File: src/rtl/xmodem_pkg.sv
// Shared XMODEM definitions: control byte values, error codes and receive parser states.
package xmodem_pkg;

    localparam logic [7:0] SOH = 8'h01;
    localparam logic [7:0] STX = 8'h02;
    localparam logic [7:0] EOT = 8'h04;
    localparam logic [7:0] ACK = 8'h06;
    localparam logic [7:0] NAK = 8'h15;
    localparam logic [7:0] CAN = 8'h18;

    localparam int unsigned LEN_1K = 32'd1024;

    typedef enum logic [1:0] {
        ERR_NONE    = 2'd0,
        ERR_BLK     = 2'd1,
        ERR_CRC     = 2'd2,
        ERR_TIMEOUT = 2'd3
    } err_code_e;

    typedef enum logic [2:0] {
        ST_IDLE = 3'd0,
        ST_BLK  = 3'd1,
        ST_BLKN = 3'd2,
        ST_DATA = 3'd3,
        ST_CRCH = 3'd4,
        ST_CRCL = 3'd5
    } state_e;

endpackage

File: src/rtl/xmodem_timeout_cnt.sv
// Inter-byte timeout counter shared by the XMODEM receive and transmit sides.
// Clears on i_clr, otherwise counts and saturates at LIMIT-1; o_expire marks the step that reaches it.
module xmodem_timeout_cnt #(
    parameter int unsigned LIMIT = 32'd100000000
) (
    input  logic i_clk,
    input  logic i_rst,
    input  logic i_clr,
    output logic o_expire
);
    localparam logic [31:0] LAST = 32'(LIMIT - 32'd1);

    logic [31:0] r_cnt;
    logic [31:0] w_cnt_inc;

    assign w_cnt_inc = r_cnt + 32'd1;
    assign o_expire  = !i_clr && (w_cnt_inc == LAST);

    // Counter: cleared on activity, holds once the limit has been reached
    always_ff @(posedge i_clk) begin
        if (i_rst || i_clr) begin
            r_cnt <= 32'd0;
        end else if (r_cnt != LAST) begin
            r_cnt <= w_cnt_inc;
        end else begin
            r_cnt <= r_cnt;
        end
    end

endmodule

File: src/rtl/xmodem_frame_rx.sv
// Receive-side XMODEM-CRC frame parser driving an external CRC16-XMODEM engine.
// Defining XMODEM_1K_EN additionally accepts STX frames carrying 1024 payload bytes.
module xmodem_frame_rx
    import xmodem_pkg::*;
#(
    parameter int unsigned PAYLOAD_LEN = 32'd128,
    parameter int unsigned TIMEOUT_CYC = 32'd100000000
) (
    input  logic        CLK_I,
    input  logic        RST_I,
    input  logic        IN_VALID_I,
    input  logic [7:0]  IN_DATA_I,
    output logic        CRC_RST_O,
    output logic        CRC_VALID_O,
    output logic [7:0]  CRC_DATA_O,
    input  logic [15:0] CRC_I,
    output logic        PLD_VALID_O,
    output logic [7:0]  PLD_DATA_O,
    output logic [9:0]  PLD_IDX_O,
    output logic [7:0]  BLK_NUM_O,
    output logic        FRAME_OK_O,
    output logic        FRAME_ERR_O,
    output logic [1:0]  ERR_CODE_O,
    output logic        EOT_O,
    output logic        CAN_O
);
    localparam logic [9:0] LAST_IDX = 10'(PAYLOAD_LEN - 32'd1);

    state_e     r_state, w_next_state;
    err_code_e  r_err_code, w_err_code;
    logic [7:0] r_blk_num, r_crc_hi, r_pld_data;
    logic [9:0] r_idx, r_pld_idx, w_last_idx;
    logic       r_pld_valid, r_frame_ok, r_frame_err, r_eot, r_can;
    logic       w_frame_ok, w_frame_err, w_eot, w_can, w_start;
    logic       w_crc_rst, w_crc_valid, w_data_byte, w_to_expire;

`ifdef XMODEM_1K_EN
    logic r_is_1k, w_start_1k;
    assign w_last_idx = r_is_1k ? 10'(LEN_1K - 32'd1) : LAST_IDX;
`else
    assign w_last_idx = LAST_IDX;
`endif

    assign w_data_byte = IN_VALID_I && (r_state == ST_DATA);

    xmodem_timeout_cnt #(.LIMIT(TIMEOUT_CYC)) u_timeout (
        .i_clk    (CLK_I),
        .i_rst    (RST_I),
        .i_clr    (IN_VALID_I || (r_state == ST_IDLE)),
        .o_expire (w_to_expire)
    );

    // Next-state decode; a received byte always takes priority over a timeout in the same cycle
    always_comb begin
        w_next_state = r_state;
        w_err_code   = r_err_code;
        w_frame_ok   = 1'b0;
        w_frame_err  = 1'b0;
        w_eot        = 1'b0;
        w_can        = 1'b0;
        w_start      = 1'b0;
        w_crc_rst    = 1'b0;
        w_crc_valid  = 1'b0;
`ifdef XMODEM_1K_EN
        w_start_1k   = 1'b0;
`endif
        if (IN_VALID_I) begin
            case (r_state)
                ST_IDLE: begin
                    if (IN_DATA_I == SOH) begin
                        w_next_state = ST_BLK;
                        w_crc_rst    = 1'b1;
                        w_start      = 1'b1;
                    end
`ifdef XMODEM_1K_EN
                    else if (IN_DATA_I == STX) begin
                        w_next_state = ST_BLK;
                        w_crc_rst    = 1'b1;
                        w_start      = 1'b1;
                        w_start_1k   = 1'b1;
                    end
`endif
                    else if (IN_DATA_I == EOT) begin
                        w_eot = 1'b1;
                    end else if (IN_DATA_I == CAN) begin
                        w_can = 1'b1;
                    end else begin
                        w_next_state = ST_IDLE;
                    end
                end
                ST_BLK:  w_next_state = ST_BLKN;
                ST_BLKN: begin
                    if ((r_blk_num ^ IN_DATA_I) != 8'hFF) begin
                        w_frame_err  = 1'b1;
                        w_err_code   = ERR_BLK;
                        w_next_state = ST_IDLE;
                    end else begin
                        w_next_state = ST_DATA;
                    end
                end
                ST_DATA: begin
                    w_crc_valid = 1'b1;
                    if (r_idx == w_last_idx) begin
                        w_next_state = ST_CRCH;
                    end else begin
                        w_next_state = ST_DATA;
                    end
                end
                ST_CRCH: w_next_state = ST_CRCL;
                ST_CRCL: begin
                    if ({r_crc_hi, IN_DATA_I} == CRC_I) begin
                        w_frame_ok  = 1'b1;
                    end else begin
                        w_frame_err = 1'b1;
                        w_err_code  = ERR_CRC;
                    end
                    w_next_state = ST_IDLE;
                end
                default: w_next_state = ST_IDLE;
            endcase
        end else if (w_to_expire && (r_state != ST_IDLE)) begin
            w_frame_err  = 1'b1;
            w_err_code   = ERR_TIMEOUT;
            w_next_state = ST_IDLE;
        end else begin
            w_next_state = r_state;
        end
    end

    // Frame registers, payload forwarding and registered verdict pulses
    always_ff @(posedge CLK_I) begin
        if (RST_I) begin
            r_state     <= ST_IDLE;
            r_err_code  <= ERR_NONE;
            r_blk_num   <= 8'h00;
            r_crc_hi    <= 8'h00;
            r_pld_data  <= 8'h00;
            r_idx       <= 10'd0;
            r_pld_idx   <= 10'd0;
            r_pld_valid <= 1'b0;
            r_frame_ok  <= 1'b0;
            r_frame_err <= 1'b0;
            r_eot       <= 1'b0;
            r_can       <= 1'b0;
`ifdef XMODEM_1K_EN
            r_is_1k     <= 1'b0;
`endif
        end else begin
            r_state     <= w_next_state;
            r_err_code  <= w_err_code;
            r_frame_ok  <= w_frame_ok;
            r_frame_err <= w_frame_err;
            r_eot       <= w_eot;
            r_can       <= w_can;
            r_pld_valid <= w_data_byte;
            if (w_start) r_idx <= 10'd0;
            if (w_data_byte) begin
                r_pld_data <= IN_DATA_I;
                r_pld_idx  <= r_idx;
                r_idx      <= r_idx + 10'd1;
            end
            if (IN_VALID_I && (r_state == ST_BLK))  r_blk_num <= IN_DATA_I;
            if (IN_VALID_I && (r_state == ST_CRCH)) r_crc_hi  <= IN_DATA_I;
`ifdef XMODEM_1K_EN
            if (w_start) r_is_1k <= w_start_1k;
`endif
        end
    end

    assign CRC_RST_O   = w_crc_rst;
    assign CRC_VALID_O = w_crc_valid;
    assign CRC_DATA_O  = IN_DATA_I;
    assign PLD_VALID_O = r_pld_valid;
    assign PLD_DATA_O  = r_pld_data;
    assign PLD_IDX_O   = r_pld_idx;
    assign BLK_NUM_O   = r_blk_num;
    assign FRAME_OK_O  = r_frame_ok;
    assign FRAME_ERR_O = r_frame_err;
    assign ERR_CODE_O  = r_err_code;
    assign EOT_O       = r_eot;
    assign CAN_O       = r_can;

endmodule
File: config.mk
export PLATFORM = sky130hd
export DESIGN_NAME = xmodem_frame_rx
export DESIGN_NICKNAME = d
export VERILOG_FILES = /design/src/rtl/xmodem_pkg.sv /design/src/rtl/xmodem_timeout_cnt.sv /design/src/rtl/xmodem_frame_rx.sv
export SDC_FILE = /design/constraint.sdc
export NUM_CORES = 1
export LEC_CHECK = 0
export BUFFER_PORTS_ARGS = -buffer_cell sky130_fd_sc_hd__buf_2
export CORE_MARGIN = 2
export CORE_UTILIZATION = 35
export DETAILED_ROUTE_END_ITERATION = 6
export PLACE_DENSITY = 0.54
export SLEW_MARGIN = 10
export SYNTH_ARGS = -nofsm -noshare
export SYNTH_HDL_FRONTEND = slang
export SYNTH_SLANG_ARGS = --single-unit
File: constraint.sdc
create_clock -name CLK_I -period 2.3 [get_ports CLK_I]
set_input_delay 0.345 -clock CLK_I [delete_from_list [all_inputs] [get_ports CLK_I]]
set_output_delay 0.345 -clock CLK_I [all_outputs]
set_load 0.02 [all_outputs]
After elaboration in Yosys (flattened, before gate mapping)

Cells that the tools add are included.

Flip-flop bits (word level): 86
Input port bits: 27
Output and inout bits: 43
Word-level logic and storage cells: 82

Add/subtract/negate cells: 2
Eq/ne operators: 18
Mux-type cells: 28
Bitwise operators: 4
Reductions and logical operators: 17

Operators by type and width:

| cell                                                                    | count |
|---|---|
| 32-bit by 1-bit adder with 32-bit output, second input constant         | 1 |
| 32-bit by 27-bit equality test with 1-bit output, second input constant | 1 |
| 32-bit by 27-bit != test with 1-bit output, second input constant       | 1 |
| 10-bit two-way mux                                                      | 2 |
| 3-bit two-way mux                                                       | 6 |
| 16-bit equality test                                                    | 1 |
| 3-bit case mux with 5 select lines                                      | 1 |
| 1-bit two-way mux                                                       | 12 |
| 10-bit by 1-bit adder with 10-bit output, second input constant         | 1 |
| 10-bit by 7-bit equality test with 1-bit output, second input constant  | 1 |
| 2-bit two-way mux                                                       | 5 |
| 8-bit by 1-bit equality test with 1-bit output, second input constant   | 1 |
| 8-bit by 3-bit equality test with 1-bit output, second input constant   | 1 |
| 8-bit by 5-bit equality test with 1-bit output, second input constant   | 1 |
| 4-bit != test, second input constant                                    | 2 |
| 8-bit != test, second input constant                                    | 1 |
| 8-bit XOR                                                               | 1 |
| 3-bit by 2-bit equality test with 1-bit output, second input constant   | 2 |
| 3-bit equality test, second input constant                              | 2 |
| 3-bit != test, second input constant                                    | 2 |
| 1-bit logical AND                                                       | 5 |
| 5-bit OR reduction                                                      | 1 |
| 2-bit case mux with 2 select lines                                      | 1 |
| 4-bit AND reduction                                                     | 1 |
| 12 further kinds                                                        | 16 |

Logic depth before layout (Yosys ltp)

Gate-level depths: netlist of the first run.

Depth after elaboration: 7
Mapped depth: 9
Depth with buffers taken out: 9

Cells and area by module

A second synthesis of the first run with hierarchy kept.

Cell total of the unflattened synthesis: 574
Area total of the unflattened synthesis: 4,629.4 um2

By module, submodules not included:

| module             | instances | cells each | area each (um2) | sequential area each (um2) |
|---|---|---|---|---|
| xmodem_frame_rx    | 1         | 322        | 2,547.4         | 1,081.0 |
| xmodem_timeout_cnt | 1         | 252        | 2,082.0         | 640.6 |

Least setup slack after synthesis of the first run

Ideal clock, no wire load.

Kind: register to register
From: register u_timeout.r_cnt[0]
To: register u_timeout.r_cnt[12]
Setup time: 0.117 ns
Arrival: 2.341 ns
Data required time: 2.183 ns
Setup slack: -0.158 ns
Cell stages (with the launch flop): 9
Path buffers: 2
Clock period less this slack: 2.458 ns
Path through: dfxtp_1 ha_1 nand3_4 or3_4 or4_1 clkbuf_1 nand3_1 buf_2 nor2_1

Word-level cells in the longest chain between the ends: 1
Elaborated cells between the ends (all ways): 2
Classes of those cells: add/sub: 1; eq/ne: 1

RTL lines:

| item                                                                                                   | RTL line                                           | text |
|---|---|---|
| from (decl)                                                                                            | xmodem_timeout_cnt.sv:13                           | `logic [31:0] r_cnt;` |
| from (signal assigned)                                                                                 | xmodem_timeout_cnt.sv:24                           | `r_cnt <= w_cnt_inc;` |
| from (signal assigned)                                                                                 | xmodem_timeout_cnt.sv:26                           | `r_cnt <= r_cnt;` |
| 32-bit by 1-bit adder with 32-bit output or 32-bit by 27-bit != test with 1-bit output (tied branches) | xmodem_timeout_cnt.sv:16, xmodem_timeout_cnt.sv:23 |  |

Several ways; a longest one is shown, not always the timed one.
A chain may end at the register's enable or synchronous reset.

Final worst setup path of the first run

From: register u_timeout.r_cnt[13]
To: register r_frame_err, in the netlist FRAME_ERR_O

Word-level cells in the longest chain between the ends: 6

RTL lines:

| item                                             | RTL line                 | text |
|---|---|---|
| 32-bit by 1-bit adder with 32-bit output         | xmodem_timeout_cnt.sv:16 | `assign w_cnt_inc = r_cnt + 32'd1;` |
| 32-bit by 27-bit equality test with 1-bit output | xmodem_timeout_cnt.sv:17 | `assign o_expire = !i_clr && (w_cnt_inc == LAST);` |
| 1-bit logical AND                                | xmodem_timeout_cnt.sv:17 |  |
| 1-bit logical AND                                | xmodem_frame_rx.sv:121   | `end else if (w_to_expire && (r_state != ST_IDLE)) begin` |
| 1-bit two-way mux                                | xmodem_frame_rx.sv:121   |  |
| 1-bit two-way mux                                | xmodem_frame_rx.sv:67    | `if (IN_VALID_I) begin` |
| to (signal assigned)                             | xmodem_frame_rx.sv:152   | `r_frame_err <= w_frame_err;` |
| to (decl)                                        | xmodem_frame_rx.sv:33    | `logic r_pld_valid, r_frame_ok, r_frame_err, r_eot, r_can;` |

No other way between the ends.

==> run_results.csv, run 1 <==
group,metric,value,unit
timing,finalCritPeriodShare,99.6,%
global_routing,vias_in_the_first_global_route,4010,
finish,antenna_cells_inserted,0,
routing,final_antenna_net_count,0,
pwr,power.leakage,0.00226,uW
pwr,vdd.ir_drop.worst,0.331,mV
timing,whs,0.312,ns
floorplanning,row_count,40,
routing,wl,11900,um
pwr,comb_power_share,3.7,%
routing,routedWlPerCell,14.3,um
critical_path,timing_worst_setup_path_type,"flop to flop",
logic_synthesis,synth_xor_area_share,11.6,%
logic_synthesis,syn-instance-count,550,
critical_path,critPathMostFrequentCell,"buf_4",
floorplanning,die_y,116,um
critical_path,worst_ep_required,2.52,ns
place,place.detailed.hpwl,8620,um
routing,drt-vias-per-instance,5.02,
place,numPlacedInstances,798,
logic_synthesis,synthesis_stage_register_bit_count,86,
global_routing,initial_antenna_violation_count,0,
critical_path,timing.critical_path.fanout_max,6,
cts,cts_buffer_depth,2,
critical_path,setup.worst_path.start,"u_timeout.r_cnt[13]",
pwr,power_switching_share,20.5,%
timing,min_period,2.29,ns
timing,setup-violations-final,0,
cts,cts_clk_pin_slew_worst_paths,0.07,ns
logic_synthesis,mappedNetlistNets,580,
logic_synthesis,number_of_enable_type_register_cells_in_the_synthesized_netlist,0,
timing,finClkSkew,0.0105,ns
pwr,power-per-cell-area,572,nW/um^2
outcome,status,"finished clean",
cts,clk_latency,0.34,ns
timing,rsz0062_at_grt,"true",
cts,total_clock_buffers_created_by_cts,9,
logic_synthesis,synth_sequential_area_ratio,39.2,%
logic_synthesis,main_combinational_cell_family_by_area_after_synthesis,"simple AND/OR/NAND/NOR gates",
logic_synthesis,synth_simple_gate_area_share,30.2,%
pwr,p_seq_share,45.6,%
pwr,power_switching,670,uW
critical_path,cp_slowest_cell,"dfxtp_2",
pwr,power.total,3260,uW
logic_synthesis,post_synthesis_adder_cell_area_fraction,0.855,%
pwr,clock_power_share,50.7,%
finish,stdcell_count,831,
logic_synthesis,syn-cell-area,4390,um^2
critical_path,maximum_single_stage_delay_on_the_critical_path,0.35,ns
critical_path,crit_path_cell_trace,"nand4_1 > buf_4 > nor4_4 > buf_4 > buf_6 > nand4_1 > xor2_1 > buf_4 > nand4b_4 > nor4_4 > buf_4 > o31a_2",
global_routing,grt_overflow,0,
worst_hold_path,worst_min_delay_path_class,"input pin to flop",
critical_path,crit-reg2reg-launch,"u_timeout.r_cnt[13]",
timing,final_hold_viol_count,0,
global_routing,pin_count_of_the_biggest_net_entering_global_routing,51,
routing,detail_route.iter0.violations,240,
cts,clock-root-buffer,"clkbuf_16",
finish,final.fill_count,1229,
cts,htree_levels,3,
logic_synthesis,synth_cell_type_count,54,
floorplanning,effective_utilization_at_floorplan,36.3,%
floorplanning,io_pins,70,
routing,detailroute.via_count,4171,
critical_path,critPathBufInv,5,
critical_path,crit_path_launch_type,"flop",
logic_synthesis,synth-compound-area-share,10.7,%
timing,maxSlewHeadroom,50.6,%
global_routing,grt_pass1_wl,19500,um
critical_path,critPathCaptureType,"flop",
cts,clock_tree_sinks,86,
floorplanning,chipWidth,116,um
worst_hold_path,holdCritStartpoint,"IN_DATA_I[4]",
finish,final_net_count,688,
floorplanning,design.die.area,13500,um^2
critical_path,worst_ep_arrival_time,2.51,ns
routing,drc_markers,0,
flow_run,drv.max_cap_violation_count,0,
logic_synthesis,synth_ff_type,"dfxtp_1",
pwr,p_int,2590,uW
logic_synthesis,yosys_warnings,0,
logic_synthesis,synth.mux.area_fraction,0.940,%
timing,maxClockFrequency,436,MHz
finish,drive_gt1_share,30.0,%
routing,drt_pre_antenna_iters,4,
timing,timing_worst_slew_pin_value,0.739,ns
finish,syn_to_final_growth,30.0,%
place,port_buffers,69,
critical_path,crit_family,"buffers and inverters",
logic_synthesis,synthesized_area_per_cell,7.98,um^2
place,routability_driven_placement_congestion_ratio,0.959,
timing,number_of_pins_exceeding_their_max_slew_limit_in_the_final_report,0,
global_routing,grt_use_total,18.4,%
logic_synthesis,synth-async-reset-ratio,0,%
floorplanning,fp.coreArea,12100,um^2
finish,postLayoutCoreUtil,47.1,%
cts,cts_hold_buffers,0,
cts,tritoncts,"done",
## final timing paths
kind                        end  slack, ns  cells after the start
hold / removal    PLD_DATA_O[4]       0.31                      3
setup / recovery    FRAME_ERR_O      0.009                     12
setup reg to reg    FRAME_ERR_O      0.009                     12
hold reg to reg   PLD_DATA_O[1]       0.45                      2
## cells in the mapped netlist (all sizes together) (3+ instances only)
master	number	area [um^2]
nor3	15	75.1
o22ai	3	18.8
xnor2	22	193
nor3b	4	30.0
a31oi	4	25.0
nand3	26	155
a21oi	52	260
nor4	14	124
buf	19	140
clkbuf	26	108
dfxtp	86	1720
or2	4	25.0
nand4	22	144
mux2i	3	30.0
o21ai	7	35.0
xor2	36	315
nor2	55	206
and3	8	52.6
nor2b	6	37.5
nand2	95	357
o31a	4	36.3
inv	11	41.3
ha	3	37.5
## tightest hold or removal path: cells and delay by family
family	cells	cell delay, ns
buffers and inverters	1	0.14
AOI/OAI and AO/OA	1	0.05
and+or+nand+nor	1	0.06
## cells by family (layout without fill, tap and decap cells)
logic type,Yosys count,in the layout
compound gates,81,81
flops,86,86
mux,4,4
simple gates,262,262
fa+ha+maj,3,3
buf+inv,56,169
xor+xnor,58,58
## placed cells by master, fill, tap and decap left out, types with 3 or more instances in the layout
cell type / netlist / routed
xnor2_1: 22 / 22
o22ai_1: 3 / 3
nor2_1: 55 / 54
buf_2: 4 / 69
nor3_1: 15 / 15
nor3b_1: 4 / 4
dfxtp_2: 0 / 6
o21ai_0: 7 / 7
bufinv_16: 0 / 3
inv_1: 10 / 10
a31oi_1: 4 / 4
and3_1: 6 / 6
o31a_1: 3 / 3
nand2_1: 95 / 94
xor2_1: 36 / 36
dfxtp_1: 86 / 78
or2_2: 4 / 4
nor4_1: 11 / 8
nor4_4: 2 / 4
buf_4: 13 / 71
nor2b_1: 6 / 5
nand4_1: 21 / 21
clkbuf_16: 0 / 9
nand3_1: 24 / 22
a21oi_1: 52 / 50
## metal layers
metal / GRT usage [%] / share of wire (%) / routed length, um
met2: 32.0 / 48 / 5670
met5: 0 / 0 / 0
met1: 22.6 / 45 / 5360
met4: 8.17 / 2.6 / 307
met3: 2.62 / 4.6 / 551
## power groups by stage
stage | Sequential, uW | Combinational (uW) | Clock (uW)
floorplan | 1520 | 75.9 | 0
global placement | 1520 | 120 | 0
detailed placement | 1520 | 122 | 0
CTS | 1490 | 122 | 1700
global route | 1490 | 132 | 1750
finish | 1490 | 121 | 1660
## final cells by class
cell class / instances / area, um^2 / area share, %
Clock buffer: 10 / 229 / 4.01
Clock inverter: 6 / 110 / 1.93
Inverter: 11 / 41.3 / 0.723
Multi-Input combinational cell: 408 / 2470 / 43.3
Sequential cell: 86 / 1740 / 30.4
Tap cell: 168 / 210 / 3.68
Timing Repair Buffer: 142 / 910 / 15.9
## flip-flops by register name, summed over array words and instances (netlist names)
signal	flops
u_timeout.r_cnt	32
PLD_IDX_O	10
r_idx	10
BLK_NUM_O	8
PLD_DATA_O	8
r_crc_hi	8
r_state	3
ERR_CODE_O	2
CAN_O	1
EOT_O	1
FRAME_ERR_O	1
FRAME_OK_O	1
PLD_VALID_O	1
## repair_timing
action                                  4_1_cts  5_1_grt
gates resized for setup                      10       15
endpoints found under the setup margin        7       21
pin swaps                                     9       11
buffers inserted                             14        4
## per-stage QoR
step / setup TNS (ns) / setup slack [ns] / instance area [um^2]
after floorplan: 0 / 0.0223 / 4410
after global placement: -0.161 / -0.0479 / 5150
after detailed placement: -0.374 / -0.0816 / 5150
after CTS: -0.0163 / -0.0163 / 5620
after global routing: -0.351 / -0.0881 / 5710
final: 0 / 0.00872 / 5710
Note: power is estimated with default switching activity, not from simulation.
==> inputs of run 2 (changes only) <==
==> constraint.sdc (replaced) <==
create_clock -name CLK_I -period 2.3 [get_ports CLK_I]
set_input_delay 0.46 -clock CLK_I [delete_from_list [all_inputs] [get_ports CLK_I]]
set_output_delay 0.46 -clock CLK_I [all_outputs]
set_load 0.02 [all_outputs]
==> run_results.csv, run 2 (synthesized netlist as in run 1, its figures left out) <==
group,metric,value,unit
cts,tritoncts,"done",
flow_run,drv.max_cap_violation_count,0,
finish,antenna_cells_inserted,0,
critical_path,timing.reg2reg.worst_path_depth,8,
global_routing,pin_count_of_the_biggest_net_entering_global_routing,30,
timing,maxSlewHeadroom,71.8,%
timing,min_period,2.26,ns
cts,htree_levels,3,
finish,layout_common_cells,"nand2_1, dfxtp_1, buf_4, buf_2",
timing,setup-violations-final,0,
timing,whs,0.420,ns
critical_path,timing_worst_setup_path_type,"flop to flop",
routing,routedLengthMet1,5320,um
timing,number_of_pins_exceeding_their_max_slew_limit_in_the_final_report,0,
routing,final_antenna_net_count,0,
finish,drive_gt1_share,30.7,%
pwr,power-per-cell-area,556,nW/um^2
critical_path,worst_ep_required,2.53,ns
pwr,power.leakage,0.00229,uW
global_routing,grt_use_total,17.3,%
critical_path,crit_path_launch_type,"flop",
finish,stdcell_count,830,
worst_hold_path,worst_min_delay_path_class,"input pin to flop",
routing,drt_pre_antenna_iters,4,
floorplanning,fp.coreArea,12100,um^2
timing,finClkSkew,0.00706,ns
pwr,vdd.ir_drop.worst,0.306,mV
finish,registers.top_by_ff_count,"u_timeout.r_cnt",
place,routability_driven_placement_congestion_ratio,0.952,
critical_path,timing.critical_path.fanout_max,6,
place,port_buffers,69,
global_routing,initial_antenna_violation_count,0,
routing,drt-vias-per-instance,4.89,
cts,cts_hold_buffers,0,
critical_path,critPathCaptureType,"flop",
place,placement.setup.worst_slack,-0.134,ns
finish,mostFrequentLayoutCell,"nand2_1",
floorplanning,effective_utilization_at_floorplan,36.3,%
place,place.detailed.hpwl,8450,um
cts,clock-root-buffer,"clkbuf_16",
floorplanning,design.die.area,13500,um^2
timing,final_hold_viol_count,0,
timing,finalWorstSetupSlack,0.0368,ns
global_routing,grt_pass1_wl,18400,um
global_routing,grt_overflow,0,
routing,drc_markers,0,
cts,total_clock_buffers_created_by_cts,9,
timing,maxClockFrequency,442,MHz
routing,detailroute.via_count,4058,
routing,topRoutingLayerUsed,"met4",
routing,wl,11400,um
routing,routedWlPerCell,13.7,um
finish,final.fill_count,1216,
timing,rsz0062_at_grt,"true",
finish,final_net_count,687,
timing,timing_worst_slew_pin_value,0.420,ns
routing,detail_route.iter0.violations,298,
routing,dr_wl_met3,551,um
floorplanning,die_y,116,um
outcome,status,"finished clean",
place,numPlacedInstances,807,
critical_path,worst_ep_arrival_time,2.49,ns
cts,clock_tree_sinks,86,
finish,syn_to_final_growth,30.4,%
floorplanning,row_count,40,
cts,clk_latency,0.34,ns
cts,cts_buffer_depth,2,
global_routing,vias_in_the_first_global_route,3777,
finish,largest_reg_flops,32,
worst_hold_path,min_path_cells,3,
routing,met2_wirelength,5320,um
timing,finalCritPeriodShare,98.4,%
floorplanning,io_pins,70,
floorplanning,chipWidth,116,um
cts,cts_clk_pin_slew_worst_paths,0.06,ns
## run 2: cell count changes in the layout (fill, tap and decap cells not counted), sizes merged
cell / change
inv: +1
buf: -1
clkinv: +3
clkbuf: -1
bufinv: -1
clkinvlp: -2
## run 2: area by class of cell
class                   instances  area, um^2  share of cell area (%)
multi-input cells             408        2490                    43.6
flip-flops and latches         86        1740                    30.4
repair buffers                141         917                    16.0
clock buffers                   9         225                    3.93
well taps                     168         210                    3.67
clock inverters                 7        96.3                    1.68
inverters                      11        41.3                   0.721
## run 2: worst paths after layout
| kind | from | end | slack [ns] |
|---|---|---|---|
| setup reg to reg | u_timeout.r_cnt[9] | ERR_CODE_O[0] | 0.04 |
| hold reg to reg | PLD_IDX_O[9] | PLD_IDX_O[9] | 0.45 |
| setup / recovery | u_timeout.r_cnt[9] | ERR_CODE_O[0] | 0.04 |
| hold / removal | IN_DATA_I[0] | r_crc_hi[0] | 0.42 |
## run 2: repair_timing
item | CTS | global route
endpoints found under the hold margin | 0 | 0
setup buffers | 4 | 3
gates resized for setup | 8 | 25
setup endpoints to repair | 7 | 10
pin swaps | 5 | 13
## run 2: stage by stage
step / setup TNS [ns] / util, % / area (um^2) / total power (uW)
after floorplan: 0 / - / 4410 / 1600
after global placement: -0.433 / 43.2 / 5230 / 1650
after detailed placement: -0.684 / 43.2 / 5230 / 1650
after CTS: 0 / 46.4 / 5620 / 3230
after global routing: -0.0617 / 47.3 / 5730 / 3290
final: 0 / 47.3 / 5730 / 3190
## run 2: critical path: stages (launching register included)
cell	delay, ns
dfxtp_2	0.35
nand3_4	0.12
or4_4	0.56
nor4_4	0.24
xnor2_1	0.18
nand4b_4	0.19
nor4_4	0.04
buf_4	0.15
o311a_1	0.32
## run 2: layer usage
metal | GRT usage, % | vias up
li1 | - | 2081
met3 | 2.82 | 13
met1 | 22.8 | 1869
met5 | 0 | -
met4 | 6.43 | 0
met2 | 28.6 | 95
## run 2: power breakdown
group          switching, uW  internal (uW)
Clock                    615            955
Combinational           78.0           51.2
Sequential             0.148           1490
Total                    693           2490
